==> src/rtl/booth_pkg.sv <==
// Shared types and constants for the sequential radix-2 Booth multiplier.
// Latency: n/a (package only).
// Backpressure: n/a (package only).
package booth_pkg;

  // Default operand width in bits.
  localparam int DEFAULT_N = 4;

  typedef enum logic [1:0] {
    IDLE = 2'd0,
    CALC = 2'd1,
    DONE = 2'd2
  } state_t;

  // Booth recoding of {Q[0], q_1}: what the adder does with M this step.
  localparam logic [1:0] BOOTH_NOP = 2'b00;
  localparam logic [1:0] BOOTH_ADD = 2'b01;
  localparam logic [1:0] BOOTH_SUB = 2'b10;

endpackage

==> src/rtl/booth_addsub.sv <==
// Booth adder-input selector and adder: sum = A + M, A - M (as A + ~M + 1) or A.
// Latency: combinational, zero cycles.
// Backpressure: none; pure function of its inputs.
//
// Ports:
//   m    [N:0]  sign-extended multiplicand
//   a    [N:0]  accumulator
//   code [1:0]  Booth code (BOOTH_NOP / BOOTH_ADD / BOOTH_SUB)
//   sum  [N:0]  accumulator after the selected add/subtract
module booth_addsub
  import booth_pkg::*;
#(
  parameter int N = DEFAULT_N
) (
  input  logic [N:0] m,
  input  logic [N:0] a,
  input  logic [1:0] code,
  output logic [N:0] sum
);

  logic [N:0] operand;
  logic       cin;

  always_comb begin
    operand = '0;
    cin     = 1'b0;
    case (code)
      BOOTH_ADD: operand = m;
      BOOTH_SUB: begin
        // Two's-complement negate folded into the adder via carry-in.
        operand = ~m;
        cin     = 1'b1;
      end
      default: ;
    endcase
    sum = a + operand + {{N{1'b0}}, cin};
  end

endmodule

==> src/rtl/booth_mul_seq.sv <==
// Sequential radix-2 Booth multiplier: signed N x N -> 2N product, one add/shift per cycle.
// Latency: start sampled at T, busy T+1..T+N, done pulse at T+N+1, idle again at T+N+2.
// Backpressure: none; start is only sampled in IDLE, ignored while busy or done.
//
// Ports:
//   clk, rst_n         clock (rising edge), asynchronous active-low reset
//   start              begin a multiplication (sampled only in IDLE)
//   ra, rb     [N-1:0] multiplicand / multiplier, two's complement
//   busy               high while iterating
//   done               one-cycle pulse, product valid
//   product  [2N-1:0]  signed result, held until overwritten by the next result
//   step     [CW-1:0]  completed iteration count (0..N)
//
// Optional feature macro: BOOTH_ZERO_BYPASS_EN -- a zero operand skips the
// iterations and goes straight to DONE with product 0 and step 0.
module booth_mul_seq
  import booth_pkg::*;
#(
  parameter int N  = DEFAULT_N,
  parameter int CW = $clog2(N + 1)
) (
  input  logic            clk,
  input  logic            rst_n,
  input  logic            start,
  input  logic [N-1:0]    ra,
  input  logic [N-1:0]    rb,
  output logic            busy,
  output logic            done,
  output logic [2*N-1:0]  product,
  output logic [CW-1:0]   step
);

  localparam logic [CW-1:0] LAST = CW'(N - 1);

  state_t state, state_nxt;

  // M and A carry an extra sign bit so that -M is representable for ra = -2^(N-1).
  logic [N:0]   m;
  logic [N:0]   a;
  logic [N-1:0] q;
  logic         q1;

  logic [1:0]   code;
  logic [N:0]   sum;
  logic [N:0]   a_sh;
  logic [N-1:0] q_sh;
  logic         last;
  logic         bypass;

`ifdef BOOTH_ZERO_BYPASS_EN
  assign bypass = (ra == '0) || (rb == '0);
`else
  assign bypass = 1'b0;
`endif

  always_comb begin
    case ({q[0], q1})
      2'b01:   code = BOOTH_ADD;
      2'b10:   code = BOOTH_SUB;
      default: code = BOOTH_NOP;
    endcase
  end

  booth_addsub #(.N(N)) u_addsub (
    .m    (m),
    .a    (a),
    .code (code),
    .sum  (sum)
  );

  // Arithmetic right shift of the whole {A, Q, q_1} word; A's sign bit is replicated.
  assign a_sh = {sum[N], sum[N:1]};
  assign q_sh = {sum[0], q[N-1:1]};
  assign last = (step == LAST);

  always_ff @(posedge clk or negedge rst_n) begin
    if (!rst_n) state <= IDLE;
    else        state <= state_nxt;
  end

  always_comb begin
    state_nxt = state;
    busy      = 1'b0;
    done      = 1'b0;
    case (state)
      IDLE: if (start) state_nxt = bypass ? DONE : CALC;
      CALC: begin
        busy = 1'b1;
        if (last) state_nxt = DONE;
      end
      DONE: begin
        done      = 1'b1;
        state_nxt = IDLE;
      end
      default: state_nxt = IDLE;
    endcase
  end

  always_ff @(posedge clk or negedge rst_n) begin
    if (!rst_n) begin
      m       <= '0;
      a       <= '0;
      q       <= '0;
      q1      <= 1'b0;
      step    <= '0;
      product <= '0;
    end else begin
      case (state)
        IDLE: if (start) begin
          m    <= {ra[N-1], ra};
          q    <= rb;
          a    <= '0;
          q1   <= 1'b0;
          step <= '0;
          if (bypass) product <= '0;
        end
        CALC: begin
          a    <= a_sh;
          q    <= q_sh;
          q1   <= q[0];
          step <= step + 1'b1;
          // Final iteration: capture the shifted result directly.
          if (last) product <= {a_sh[N-1:0], q_sh};
        end
        default: ;
      endcase
    end
  end

endmodule

==> config.mk <==
export PLATFORM = sky130hd
export DESIGN_NAME = booth_mul_seq
export DESIGN_NICKNAME = d
export VERILOG_FILES = /design/src/rtl/booth_pkg.sv /design/src/rtl/booth_addsub.sv /design/src/rtl/booth_mul_seq.sv
export SDC_FILE = /design/constraint.sdc
export NUM_CORES = 1
export LEC_CHECK = 0
export CAP_MARGIN = 0
export CORE_AREA = 4 4 55 57
export CTS_CLUSTER_DIAMETER = 150
export DETAILED_ROUTE_END_ITERATION = 16
export DIE_AREA = 0 0 59 61
export PLACE_DENSITY = 0.81
export SYNTH_ARGS = -nofsm -noshare
export SYNTH_HDL_FRONTEND = slang
export SYNTH_HIERARCHICAL = 1
export SYNTH_SLANG_ARGS = --single-unit
==> constraint.sdc <==
create_clock -name clk -period 5.75 [get_ports clk]
set_clock_uncertainty 0.1 [all_clocks]
set_input_delay 0.575 -clock clk [delete_from_list [all_inputs] [get_ports clk]]
set_output_delay 0.575 -clock clk [all_outputs]
set_load 0.01 [all_outputs]
==> metrics.txt <==
Cell Area, Synth=1370 um2; Netlist cell types=30; postcts setup bufs=0; Least-Margin Pin Slew=1.11 ns; wire length per cell=14.5 um; RR Startpoint=q[0]; final WL=2380 um; CTS tree=built; hold path start=product[3]; status=completed; count of final hold-check violations=0; Leakage Power=0.750 nW; DRC=0; Via density=approximately 5.5; Syn Area/Cell=~12 um2; NumNets Final=154; register area=roughly 650 um2; wire length of the first global-routing pass=roughly 4100 um; Achievable Freq=between 300 and 400 MHz; largest net degree at the start of global routing=27; Top FF cell, synth=dfrtp_1; Worst-path clk slew=0.13 ns; required time of the worst setup path=5.08 ns; die extent in x=about 59 um; CP max FO=14; HP Class=register to register; H-tree depth=1; setup TNS=0 ns; CTS Buf Count=3; fillers=between 150 and 200; reg2reg path depth=13; CP Launch Type=register; worst setup path class=register to output pin; hold depth=1; area share of the largest cell type after synthesis=47.6%; Layout area overhead=18.9%; Clock Path Buffers=2; area leader, netlist=dfrtp_1; global route overflow=0; worst-skew pair later-pin latency=approximately 0.31 ns; PostCTS Resize Cnt=0; most instantiated cells after synthesis=dfrtp_1, inv_1, mux2_1; Period minus WS final=2.98 ns; fin crit share=51.8%; vias in the first global route=915; Seq/Total Area, Yosys=roughly 48%; Die H=slightly above 60 um; All-Layer GR Usage=~15%; total die area=3600 um2; final setup fails=0; YS warnings=6; CP Capture Type=output pin; asr flop ratio synth=between 90% and 100%; synthesized flop and latch total=26; DP HPWL=1770 um; RSZ-0062 raised after global routing=no; layout cells sized above 1=a little under an eighth; starting density of the core=55.2%; I/O Pins=24; Hold WS=a little over 0.4 ns; core area=about 2500 um2; Clock Tree Root=clkbuf_4; Post-synth EDFFs=0; row count=18; area of the multi-input gates=around 630 um2; Critical Path AT=2.30 ns; CTS sink cnt=26; Iter 0 DRT Violations=19; largest cells by area after synthesis=dfrtp_1, mux2_1, ha_1, a22o_1, mux2_2; number of diodes=0; top-count cell post-synth=dfrtp_1; syn nets=130; crit path from=state[0]; initial antenna violation count=0; GPL Wtd Cong=~0.85; VDD IR max=0.000381 V; Pwr Density=585 nW/um2; post-route ant nets=0; hold_buf cts=0; Max Slew Vio Count=0; vias after detailed routing=around 900; Slew HR=roughly a quarter; Syn Inst Count=roughly 110; Max Cap Viol=0; PortBufs=23; TritonRoute pass-1 iters=5
==> area by class of cell <==
| cell class | instances | area share [%] |
|---|---|---|
| Inverter | 14 | 3.24 |
| Multi-Input combinational cell | 68 | 38.8 |
| Timing Repair Buffer | 23 | 14.2 |
| Tap cell | 30 | 2.31 |
| Sequential cell | 26 | 40.1 |
| Clock buffer | 3 | 1.39 |
==> sequential cells by signal, summed over array words and instances, names as in the netlist <==
signal and cells:
a 4, q 4, step 3, product 8, q1 1, state 2
m 4
==> report_power, final <==
part / internal [W] / switching [W] / leakage, nW / total [W]
Clock: 0.0000245 / 0.0000492 / 0.0138 / 0.0000737
Combinational: 0.000289 / 0.000238 / 0.427 / 0.000527
Sequential: 0.000274 / 0.0000759 / 0.310 / 0.000350
Total: 0.000588 / 0.000363 / 0.750 / 0.000951
==> through the flow <==
stage / total power, W / instance area (um2) / std cells / setup WS [ns] / utilization [%]
6_report: 0.000951 / 1620 / 164 / 2.77 / 65.6
5_1_grt: 0.00104 / 1620 / 164 / 2.59 / 65.6
4_1_cts: 0.000962 / 1620 / 164 / 2.77 / 65.6
3_5_place_dp: 0.000885 / 1600 / 161 / 2.97 / 64.6
3_3_place_gp: 0.000864 / 1600 / 161 / 3.08 / 64.6
2_1_floorplan: 0.000722 / 1370 / 112 / 3.16 / -
==> worst max-delay path, cell delays in order, from the launching register on <==
cell and delay, ns:
dfrtp_1 0.64, nor2b_1 0.68, clkdlybuf4s50_1 0.67
==> per-layer routing <==
metal	global-route usage, %	wire length [um]	vias to the layer above
li1	-	-	436
met1	18.7	1080	444
met4	7.77	41	0
met3	2.55	82	4
met5	0	0	-
met2	26.5	1170	15
==> kinds of logic (layout without fill, tap and decap cells) <==
family                   Yosys count  after routing  synth area share, %
flip-flops                        26             26                 47.6
AO/OA/AOI/OAI                     22             22                 12.9
AND/OR/NAND/NOR                   22             22                 12.5
buffers and inverters             18             40                 6.23
multiplexers                      13             13                 10.7
adder cells (fa/ha/maj)            7              7                 7.51
XOR/XNOR                           4              4                 2.56
==> cell usage in the layout, fill, tap and decap left out, types with 4 or more instances in the layout <==
cell type and instances:
nand2_1 4, inv_1 14, nor4b_1 4, ha_1 5, mux2_2 5, dfrtp_1 26, mux2_1 8, a22o_1 7
clkdlybuf4s50_1 23
==> path summary, 6_finish.rpt <==
path                              end  slack, ns
max                              busy       2.77
min reg2reg                product[3]       0.41
max in group asynchronous  product[0]       4.15
min in group asynchronous        a[3]       0.75
min                        product[3]       0.41
max reg2reg                product[7]       2.95
Note: power is estimated with default switching activity, not from simulation.
